File: src/rtl/gamepad_pmod_rx.sv
// gamepad_pmod_rx: synchronise, deserialise and validate Gamepad Pmod frames into registered button levels
module gamepad_pmod_rx #(
  parameter int SYNC_STAGES    = 2,
  parameter int NUM_BITS       = 12,
  parameter int TIMEOUT_CYCLES = 2000000
) (
  input  logic clk,
  input  logic rst_n,
  input  logic pmod_data,
  input  logic pmod_clk,
  input  logic pmod_latch,
  output logic b,
  output logic y,
  output logic select,
  output logic start,
  output logic up,
  output logic down,
  output logic left,
  output logic right,
  output logic a,
  output logic x,
  output logic l,
  output logic r,
  output logic is_present,
  output logic frame_valid,
  output logic frame_error,
  output logic start_pressed
);
  localparam int WDW = $clog2(TIMEOUT_CYCLES);
  localparam logic [WDW-1:0] WD_LAST = WDW'(TIMEOUT_CYCLES - 2);
  logic [SYNC_STAGES-1:0] data_sync_q, clk_sync_q, latch_sync_q;
  logic clk_prev_q, latch_prev_q, clk_rise, latch_rise;
  logic [NUM_BITS-1:0] shift_q, shift_d, shift_nx, pend_frame_q, pend_frame_d;
  logic [3:0] count_q, count_d, count_nx;
  logic pend_q, pend_d, pend_ok_q, pend_ok_d;
  logic accept, nocon, ctrl, timeout;
  logic [11:0] btn_q, btn_d;
  logic present_q, present_d, valid_q, valid_d, error_q, error_d;
  logic sp_q, sp_d, start_last_q, start_last_d;
  logic [WDW-1:0] wd_q, wd_d;
  // Next-state: shift before latch check so a coincident clock edge's bit is part of the frame
  always_comb begin
    clk_rise     = clk_sync_q[SYNC_STAGES-1] & ~clk_prev_q;
    latch_rise   = latch_sync_q[SYNC_STAGES-1] & ~latch_prev_q;
    shift_nx     = clk_rise ? {shift_q[NUM_BITS-2:0], data_sync_q[SYNC_STAGES-1]} : shift_q;
    count_nx     = (clk_rise && count_q != 4'hF) ? count_q + 4'd1 : count_q;
    shift_d      = latch_rise ? '0 : shift_nx;
    count_d      = latch_rise ? '0 : count_nx;
    pend_d       = latch_rise;
    pend_ok_d    = latch_rise && count_nx == 4'(NUM_BITS);
    pend_frame_d = shift_nx;
    accept       = pend_q & pend_ok_q;
    nocon        = accept & (&pend_frame_q);
    ctrl         = accept & ~nocon;
    timeout      = present_q && wd_q == WD_LAST;
    btn_d        = ctrl ? pend_frame_q[11:0] : (nocon || timeout) ? 12'h000 : btn_q;
    present_d    = ctrl ? 1'b1 : (nocon || timeout) ? 1'b0 : present_q;
    wd_d         = ctrl ? '0 : present_q ? wd_q + WDW'(1) : wd_q;
    valid_d      = accept;
    error_d      = pend_q & ~pend_ok_q;
    sp_d         = ctrl & pend_frame_q[8] & ~start_last_q;
    start_last_d = accept ? ctrl & pend_frame_q[8] : start_last_q;
  end
  // State registers, including the synchroniser chains and edge-detect history
  always_ff @(posedge clk) begin
    if (!rst_n) begin
      data_sync_q  <= '0;
      clk_sync_q   <= '0;
      latch_sync_q <= '0;
      clk_prev_q   <= 1'b0;
      latch_prev_q <= 1'b0;
      shift_q      <= '0;
      count_q      <= '0;
      pend_q       <= 1'b0;
      pend_ok_q    <= 1'b0;
      pend_frame_q <= '0;
      btn_q        <= '0;
      present_q    <= 1'b0;
      wd_q         <= '0;
      valid_q      <= 1'b0;
      error_q      <= 1'b0;
      sp_q         <= 1'b0;
      start_last_q <= 1'b0;
    end else begin
      data_sync_q  <= {data_sync_q[SYNC_STAGES-2:0], pmod_data};
      clk_sync_q   <= {clk_sync_q[SYNC_STAGES-2:0], pmod_clk};
      latch_sync_q <= {latch_sync_q[SYNC_STAGES-2:0], pmod_latch};
      clk_prev_q   <= clk_sync_q[SYNC_STAGES-1];
      latch_prev_q <= latch_sync_q[SYNC_STAGES-1];
      shift_q      <= shift_d;
      count_q      <= count_d;
      pend_q       <= pend_d;
      pend_ok_q    <= pend_ok_d;
      pend_frame_q <= pend_frame_d;
      btn_q        <= btn_d;
      present_q    <= present_d;
      wd_q         <= wd_d;
      valid_q      <= valid_d;
      error_q      <= error_d;
      sp_q         <= sp_d;
      start_last_q <= start_last_d;
    end
  end
  assign {b, y, select, start, up, down, left, right, a, x, l, r} = btn_q;
  assign is_present    = present_q;
  assign frame_valid   = valid_q;
  assign frame_error   = error_q;
  assign start_pressed = sp_q;
endmodule

File: config.mk
export PLATFORM = sky130hd
export DESIGN_NAME = gamepad_pmod_rx
export DESIGN_NICKNAME = d
export VERILOG_FILES = /design/src/rtl/gamepad_pmod_rx.sv
export SDC_FILE = /design/constraint.sdc
export NUM_CORES = 1
export LEC_CHECK = 0
export CAP_MARGIN = 15
export CORE_UTILIZATION = 45
export DETAILED_ROUTE_END_ITERATION = 10
export GPL_TIMING_DRIVEN = 0
export PLACE_DENSITY_LB_ADDON = 0.15
export SLEW_MARGIN = 20
export SYNTH_ARGS = -nofsm -noshare
export SYNTH_HDL_FRONTEND = slang
export SYNTH_SLANG_ARGS = --single-unit
export TNS_END_PERCENT = 5
File: constraint.sdc
create_clock -name clk -period 2.4 [get_ports clk]
set_input_delay 0.48 -clock clk [delete_from_list [all_inputs] [get_ports clk]]
set_output_delay 0.48 -clock clk [all_outputs]
set_load 0.05 [all_outputs]
==> run_results.csv, run 1 <==
group,metric,value,unit
run_status,outcome,"completed",
cts,holdBufCountCts,0,
cts,cts_buffers,9,
floorplanning,dieArea,0.006625,mm^2
synth,synth_seq_cells,76,
synth,netlist_instances,281,
power,leakage,1.186,nW
floorplanning,core_area,0.005991,mm^2
sta,rsz0062_at_grt,"false",
setup_path,worst-setup-path-type,"reg -> reg",
hold_path,hp-class,"reg -> reg",
cts,cts_max_level,3,
layout,fin_nets,320,
synth,yosysUniqueCellTypes,35,
run,drv_cap,0,
drt,drt_iter0_markers,85,
setup_path,cp-start-kind,"register",
synth,ys_seq_area_frac,0.5364,
synth,synth_xor_area_frac,0.04940,
layout,utilization,0.5505,
drt,drt_wl_total,5.039,mm
cts,clock_sinks,76,
power,peakVddDrop,463.6,uV
cts,clk_pin_slew_worst_paths,0.08,ns
sta,hold_slack,0.4381,ns
power,sw_frac_of_total,0.2310,
grt,grt_max_degree,14,
layout,drive_above_1_share,0.08202,
sta,finClkSkew,0.007004,ns
sta,min_period,2.097,ns
hold_path,hp-start,"latch_sync_q[0]$_SDFF_PN0_",
synth,postSynthAreaPerCell,10.09,um^2
setup_path,timing.rr.start,"wd_q[0]$_SDFFE_PP0P_",
synth,synthTopCellsByCount,"dfxtp_1, nor2b_1, nor2_1",
sta,max_freq,477.0,MHz
place,dpl.hpwl,3.564,mm
grt,globalRouteOverflowTotal,0,
drt,first_pass_iters,4,
floorplanning,start_util,0.4735,
cts,clock_path_buffers,2,
setup_path,cp.required,2.68,ns
grt,antenna_found_initial,0,
setup_path,critPathArrivalTime,2.37,ns
synth,synth_top_family_by_area,"simple AND/OR/NAND/NOR gates",
synth,synth_top_cell_by_area,"dfxtp_1",
synth,async_flop_share,0,
synth,synth_edf_count,0,
sta,final_hold_viol_count,0,
cts,insertion_delay,0.35,ns
synth,muxShareOfSynthArea,0.05293,
sta,min_period_over_period,0.8736,
synth,yosys.area_share.simple,0.2431,
layout,area_growth,16.28,%
cts,cts_resized,0,
power,net-switching-power,500.4,uW
synth,syn_area,0.002836,mm^2
power,p_clk_frac,0.388,
place,gp_congestion,0.7998,
drt,wl_per_cell,12.85,um
grt,grt_usage,0.1728,
setup_path,crit_start,"wd_q[0]$_SDFFE_PP0P_",
cts,cts-root-buf,"clkbuf_8",
power,p_int,1.666,mW
floorplanning,io_pins,21,
grt,grt_pass1_wl,8.418,mm
drt,drt_drc_violations_left,0,
floorplanning,rows,28,
sta,worst_pin_slew,0.8847,ns
setup_path,crit_fanout,6,
floorplanning,die_w,81.40,um
sta,max_slew_margin,0.4047,
synth,yosys.area.top_type_share,0.5364,
sta,slew_viol_final,0,
drt,viasPerCell,5.105,
sta,setup-tns-final,0,ns
drt,via_count,2001,
power,combPwrFrac,0.025,
synth,synth_area_leaders,"dfxtp_1, nor2b_1, mux2i_1",
floorplanning,die_y,81.40,um
synth,ys_warn_count,0,
layout,diodes,0,
sta,setup_violations,0,
synth,synth_adder_area_share,0.01323,
cts,cts_tree,"done",
setup_path,end_kind,"register",
place,port_buffers,20,
synth,synth_most_common_cell,"dfxtp_1",
synth,synth_fp_nets,289,
synth,synth_compound_area_frac,0.07322,
cts,cts_setup_buffers,0,
power,p_per_area,656.7,mW/mm^2
power,seqPwrFrac,0.587,
grt,grt_pass1_vias,1841,
synth,synthFlopType,"dfxtp_1",
drt,ant_nets,0,
==> through the flow <==
stage | instances | area, um^2 | power [mW] | setup WS (ns)
after floorplan | 281 | 2836 | 1.336 | 0.3544
after global placement | 376 | 3131 | 1.355 | 0.05193
after detailed placement | 376 | 3131 | 1.355 | 0.08716
after CTS | 392 | 3298 | 2.198 | 0.2997
after global routing | 392 | 3298 | 2.259 | 0.1790
final | 392 | 3298 | 2.166 | 0.3034
==> path summary, 6_finish.rpt <==
kind                                                   end  slack (ns)  cells past startpoint
worst min-delay path            latch_sync_q[1]$_SDFF_PN0_        0.44                      1
worst min register to register  latch_sync_q[1]$_SDFF_PN0_        0.44                      1
worst max register to register       wd_q[20]$_SDFFE_PP0P_        0.30                      5
worst max-delay path                 wd_q[20]$_SDFFE_PP0P_        0.30                      5
==> layout make-up <==
cell class / instances / area (um^2)
buffer: 13 / 63.81
clock buffer: 10 / 127.6
clock inverter: 6 / 40.04
fill: 552 / 2693
inverter: 7 / 26.28
multi-input combinational: 185 / 1225
sequential: 76 / 1521
tap: 75 / 93.84
timing repair buffer: 20 / 200.2
==> kinds of logic after synthesis <==
family / after synthesis
AND/OR/NAND/NOR: 123
flip-flops: 76
AO/OA/AOI/OAI: 28
buffers and inverters: 20
XOR/XNOR: 16
multiplexers: 15
adder cells (fa/ha/maj): 3
==> power groups by stage <==
stage | clock network, mW | logic (mW) | registers, mW
finish | 0.841 | 0.0540 | 1.27
global route | 0.927 | 0.0598 | 1.27
CTS | 0.872 | 0.0548 | 1.27
detailed placement | 0 | 0.0546 | 1.30
global placement | 0 | 0.0542 | 1.30
floorplan | 0 | 0.0350 | 1.30
==> metal layers <==
metal  vias up  track usage  routed length, um
met4         0      0.09821                129
met2        29       0.2608               2302
met5         -            0                  0
met3        10      0.05618                158
li1       1037            -                  -
met1       925       0.2148               2448
==> flip-flops by register name, indices dropped and copies added (netlist names), 2 cells and up <==
register / count
latch_sync_q: 2
shift_q: 12
wd_q: 21
btn_q: 12
count_q: 4
clk_sync_q: 2
pend_frame_q: 12
data_sync_q: 2
==> worst max-delay path, cell delays in order, from the launching register on <==
cell and delay, ns:
dfxtp_1 0.45, ha_1 0.26, nand3_1 0.24, or4_4 0.59, or3_1 0.35, a21oi_1 0.13
==> placed cells by master, fill, tap and decap left out, drive strengths merged, types with 8 or more instances in the layout <==
master and instances:
nand4 17, clkdlybuf4s50 20, clkbuf 18, dfxtp 76, nor2 25, mux2i 15, and2 10, nor2b 27
a22o 12, xnor2 10, inv 8, nand2 12
(Power assumes the default switching activity.)
==> run 2, diff against run 1 <==
--- a/config.mk
+++ b/config.mk
@@ -5,8 +5,9 @@
 export SDC_FILE = /design/constraint.sdc
 export NUM_CORES = 1
 export LEC_CHECK = 0
+export ABC_CLOCK_PERIOD_IN_PS = 2400
 export CAP_MARGIN = 15
-export CORE_UTILIZATION = 45
+export CORE_UTILIZATION = 40
 export DETAILED_ROUTE_END_ITERATION = 10
 export GPL_TIMING_DRIVEN = 0
 export PLACE_DENSITY_LB_ADDON = 0.15
==> run 2 against run 1 <==
Effect of this change:
- clock skew up 0.0021 ns
- count of clock-buffer cells in the layout unchanged
- global-route usage down 1.7 points
- setup slack worse by 0.0017 ns
- largest power group unchanged
- hold slack worse by 0.00068 ns
- maximum frequency about the same
- register-to-register slack about the same
- wire length up 0.34%
- final area up 1.5%
==> run_results.csv, run 2 (same netlist as run 1, synthesis figures left out) <==
group,metric,value,unit
layout,multi_input_area,0.001225,mm^2
layout,fin_nets,320,
sta,setup-tns-final,0,ns
cts,cts_max_level,3,
cts,clock_path_buffers,2,
layout,diodes,0,
sta,finClkSkew,0.009092,ns
setup_path,cp.depth,5,
floorplanning,io_pins,21,
hold_path,worstHoldPathCells,1,
place,gp_congestion,0.7785,
grt,antenna_found_initial,0,
cts,clock_sinks,76,
layout,drive_above_1_share,0.08202,
cts,holdBufCountCts,0,
setup_path,worst-setup-path-type,"reg -> reg",
sta,min_period,2.098,ns
drt,drt_drc_violations_left,0,
grt,grt_usage,0.1560,
layout,top_register,"wd_q",
grt,grt_pass1_wl,8.956,mm
grt,grt_pass1_vias,1908,
floorplanning,core_area,0.006832,mm^2
floorplanning,die_w,86.21,um
drt,wl_per_cell,12.24,um
setup_path,critPathArrivalTime,2.37,ns
place,port_buffers,20,
layout,largest_register_ffs,21,
setup_path,path_buf_inv,0,
layout,mostFrequentLayoutCell,"dfxtp_1",
cts,cts_buffers,9,
drt,first_pass_iters,4,
floorplanning,dieArea,0.007432,mm^2
cts,insertion_delay,0.34,ns
grt,grt_max_degree,14,
cts,cts_tree,"done",
sta,slew_viol_final,0,
sta,rsz0062_at_grt,"false",
run,drv_cap,0,
hold_path,hp-class,"reg -> reg",
floorplanning,die_y,86.21,um
setup_path,ff2ff_path_depth,5,
drt,ant_nets,0,
setup_path,end_kind,"register",
place,dpl.hpwl,3.636,mm
setup_path,crit_fanout,6,
sta,setup_violations,0,
sta,max_freq,476.6,MHz
drt,drt_iter0_markers,84,
cts,cts_setup_buffers,0,
setup_path,cp.required,2.67,ns
drt,viasPerCell,4.726,
cts,cts_resized,0,
cts,cts-root-buf,"clkbuf_8",
run_status,outcome,"completed",
layout,fillers,674,
setup_path,cp_cell_sequence,"ha_1 > nand3_1 > or4_4 > or3_1 > a21oi_1",
power,p_per_area,674.9,mW/mm^2
setup_path,cp-start-kind,"register",
layout,regArea,0.001521,mm^2
layout,area_growth,18.04,%
power,leakage,1.192,nW
power,peakVddDrop,377.5,uV
sta,max_slew_margin,0.3899,
drt,drt_wl_total,5.056,mm
floorplanning,rows,30,
sta,worst_pin_slew,0.9068,ns
floorplanning,start_util,0.4152,
sta,final_hold_viol_count,0,
power,power.total,2.260,mW
setup_path,slowest_delay,0.59,ns
layout,mostFrequentLayoutCells,"dfxtp_1, nor2b_1, nor2_1",
layout,utilization,0.4901,
sta,min_period_over_period,0.8743,
drt,via_count,1952,
setup_path,cpMaxStageDelayCell,"or4_4",
cts,clk_pin_slew_worst_paths,0.08,ns
grt,globalRouteOverflowTotal,0,
setup_path,critPathTopFamily,"simple AND/OR/NAND/NOR gates",
-- run 2: power by group --
group	switching, mW	internal [mW]	leakage (nW)	total [mW]
clock network	0.455	0.480	0.0927	0.935
registers	0.00344	1.27	0.614	1.27
logic	0.0305	0.0229	0.486	0.0534
total	0.489	1.77	1.19	2.26
-- run 2: final cells by class --
type	count	area share
Inverter	7	0.007848
Tap cell	96	0.03587
Clock inverter	6	0.01906
Clock buffer	10	0.03812
Buffer	13	0.01906
Timing Repair Buffer	20	0.05979
Multi-Input combinational cell	185	0.3658
Sequential cell	76	0.4544
-- run 2: final timing paths --
check                                   from                          to  slack (ns)
hold reg to reg   latch_sync_q[0]$_SDFF_PN0_  latch_sync_q[1]$_SDFF_PN0_        0.44
setup reg to reg        wd_q[0]$_SDFFE_PP0P_       wd_q[20]$_SDFFE_PP0P_        0.30
hold / removal    latch_sync_q[0]$_SDFF_PN0_  latch_sync_q[1]$_SDFF_PN0_        0.44
setup / recovery        wd_q[0]$_SDFFE_PP0P_       wd_q[20]$_SDFFE_PP0P_        0.30
-- run 2: metrics by stage --
step / cells / setup WS (ns) / hold slack, ns / cell area [um^2]
after floorplan: 281 / 0.3544 / 0.4001 / 2836
after global placement: 397 / 0.05683 / 0.4231 / 3157
after detailed placement: 397 / 0.02825 / 0.4194 / 3157
after CTS: 413 / 0.3049 / 0.4388 / 3348
after global routing: 413 / 0.1656 / 0.4543 / 3348
final: 413 / 0.3017 / 0.4375 / 3348
-- run 2: per-layer routing --
| layer | vias to the layer above | share of wire | GRT usage |
|---|---|---|---|
| met5 | - | 0 | 0 |
| met4 | 0 | 0.014 | 0.05455 |
| met3 | 6 | 0.033 | 0.06190 |
| met2 | 20 | 0.46 | 0.2482 |
| met1 | 889 | 0.49 | 0.1920 |
| li1 | 1037 | - | - |
==> run 3, diff against run 2 <==
--- a/config.mk
+++ b/config.mk
@@ -7,7 +7,7 @@
 export LEC_CHECK = 0
 export ABC_CLOCK_PERIOD_IN_PS = 2400
 export CAP_MARGIN = 15
-export CORE_UTILIZATION = 40
+export CORE_UTILIZATION = 57
 export DETAILED_ROUTE_END_ITERATION = 10
 export GPL_TIMING_DRIVEN = 0
 export PLACE_DENSITY_LB_ADDON = 0.15
==> constraint.sdc (replaced) <==
create_clock -name clk -period 2.4 [get_ports clk]
set_input_delay 0.48 -clock clk [delete_from_list [all_inputs] [get_ports clk]]
set_output_delay 0.48 -clock clk [all_outputs]
set_load 0.01 [all_outputs]
==> run 3 against run 2 <==
Effect of this change:
- count of clock-buffer cells in the layout fell by 1
- first-iteration DRC count fell by 17%
- via count rose by 5.1%
- maximum frequency rose by 0.95%
- critical path depth did not move
- power fell by 3.7%
- global-route usage rose by 6.2 points
- core utilization rose by 20 points
- die area fell by 29%
- non-clock buffer count did not move
- clock power fell by 8.7%
- largest power group unchanged
==> run_results.csv, run 3 (same netlist as run 1, synthesis figures left out) <==
group,metric,value,unit
layout,fin_area,0.003298,mm^2
layout,mostFrequentLayoutCells,"dfxtp_1, nor2b_1, nor2_1",
layout,mostFrequentLayoutCell,"dfxtp_1",
layout,top_register,"wd_q",
drt,drt_iter0_markers,70,
cts,cts_tree,"done",
drt,via_count,2051,
cts,cts_resized,0,
power,net-switching-power,509.4,uW
layout,area_growth,16.28,%
sta,finClkSkew,0.008363,ns
floorplanning,rows,25,
cts,holdBufCountCts,0,
grt,globalRouteOverflowTotal,0,
power,p_clk_frac,0.392,
drt,ant_nets,0,
sta,setup_violations,0,
place,dpl.hpwl,3.625,mm
drt,drt_wl_total,5.190,mm
drt,viasPerCell,5.341,
power,sw_frac_of_total,0.2340,
power,leakage,1.181,nW
setup_path,end_kind,"register",
cts,cts_max_level,3,
sta,final_hold_viol_count,0,
layout,fin_nets,320,
setup_path,cp-start-kind,"register",
layout,drive_above_1_share,0.08517,
floorplanning,io_pins,21,
sta,setup-tns-final,0,ns
setup_path,crit_fanout,6,
floorplanning,start_util,0.5966,
cts,clock_path_buffers,2,
sta,min_period_over_period,0.8660,
floorplanning,core_area,0.004755,mm^2
setup_path,cp_cell_sequence,"ha_1 > nand3_1 > or4_4 > or3_1 > a21oi_1",
layout,largest_register_ffs,21,
grt,grt_pass1_vias,1965,
grt,grt_max_degree,15,
power,peakVddDrop,469.9,uV
cts,clk_pin_slew_worst_paths,0.08,ns
hold_path,hp-class,"reg -> reg",
place,gp_congestion,0.8606,
floorplanning,die_w,72.54,um
drt,drt_drc_violations_left,0,
cts,insertion_delay,0.35,ns
sta,slew_viol_final,0,
run_status,outcome,"completed",
run,drv_cap,0,
floorplanning,dieArea,0.005262,mm^2
sta,hold_slack,0.4382,ns
power,seqPwrFrac,0.584,
layout,diodes,0,
cts,cts-root-buf,"clkbuf_8",
place,placed_area,0.003120,mm^2
setup_path,slowest_delay,0.58,ns
setup_path,cpMaxStageDelayCell,"or4_4",
power,combPwrFrac,0.024,
cts,clock_sinks,76,
sta,worst_pin_slew,0.9068,ns
power,p_int,1.668,mW
setup_path,cp.required,2.68,ns
setup_path,worst-setup-path-type,"reg -> reg",
cts,cts_setup_buffers,0,
grt,antenna_found_initial,0,
grt,grt_usage,0.2181,
sta,rsz0062_at_grt,"false",
grt,grt_pass1_wl,8.631,mm
place,port_buffers,20,
sta,max_slew_margin,0.3899,
setup_path,critPathArrivalTime,2.36,ns
layout,fillers,401,
cts,cts_buffers,9,
sta,min_period,2.078,ns
drt,first_pass_iters,4,
floorplanning,die_y,72.54,um
sta,max_freq,481.1,MHz
power,p_per_area,660.1,mW/mm^2
drt,wl_per_cell,13.52,um
## run 3: worst max-delay path, delay by kind of cell, from the launching register on
kind	cells	cell delay (ns)
flops	1	0.43
compound gates	1	0.15
simple gates	3	1.17
fa+ha+maj	1	0.26
## run 3: path summary, 6_finish.rpt
kind | from | endpoint | slack [ns] | depth (start not counted)
worst max-delay path | wd_q[0]$_SDFFE_PP0P_ | wd_q[20]$_SDFFE_PP0P_ | 0.32 | 5
worst min-delay path | clk_sync_q[0]$_SDFF_PN0_ | clk_sync_q[1]$_SDFF_PN0_ | 0.44 | 1
worst max register to register | wd_q[0]$_SDFFE_PP0P_ | wd_q[20]$_SDFFE_PP0P_ | 0.32 | 5
worst min register to register | clk_sync_q[0]$_SDFF_PN0_ | clk_sync_q[1]$_SDFF_PN0_ | 0.44 | 1
## run 3: power groups by stage
stage               registers [mW]  clock network [mW]  logic [mW]
CTS                           1.27               0.880      0.0527
global route                  1.27               0.924      0.0582
detailed placement            1.30                   0      0.0523
floorplan                     1.30                   0      0.0350
finish                        1.27               0.854      0.0522
global placement              1.30                   0      0.0519
## run 3: stage by stage
| step | utilization | std cells | total power [mW] | worst slack, ns |
|---|---|---|---|---|
| after floorplan | - | 281 | 1.335 | 0.5574 |
| after global placement | 0.6563 | 368 | 1.352 | 0.1344 |
| after detailed placement | 0.6563 | 368 | 1.353 | 0.1307 |
| after CTS | 0.6937 | 384 | 2.203 | 0.3240 |
| after global routing | 0.6937 | 384 | 2.253 | 0.1680 |
| final | 0.6937 | 384 | 2.177 | 0.3215 |
## run 3: layout make-up
class | count | area (um^2) | area share
multi-input cells | 185 | 1225 | 0.3714
flip-flops and latches | 76 | 1521 | 0.4613
clock buffers | 9 | 123.9 | 0.03756
repair buffers | 20 | 200.2 | 0.06070
inverters | 7 | 26.28 | 0.007967
plain buffers | 13 | 63.81 | 0.01935
clock inverters | 7 | 53.80 | 0.01631
well taps | 67 | 83.83 | 0.02542
## run 3: layer usage
layer | vias up | track usage | share of wire
met4 | 0 | 0.1024 | 0.019
met5 | - | 0 | 0
met2 | 35 | 0.3832 | 0.51
met1 | 969 | 0.2425 | 0.44
met3 | 11 | 0.06250 | 0.032
li1 | 1036 | - | -
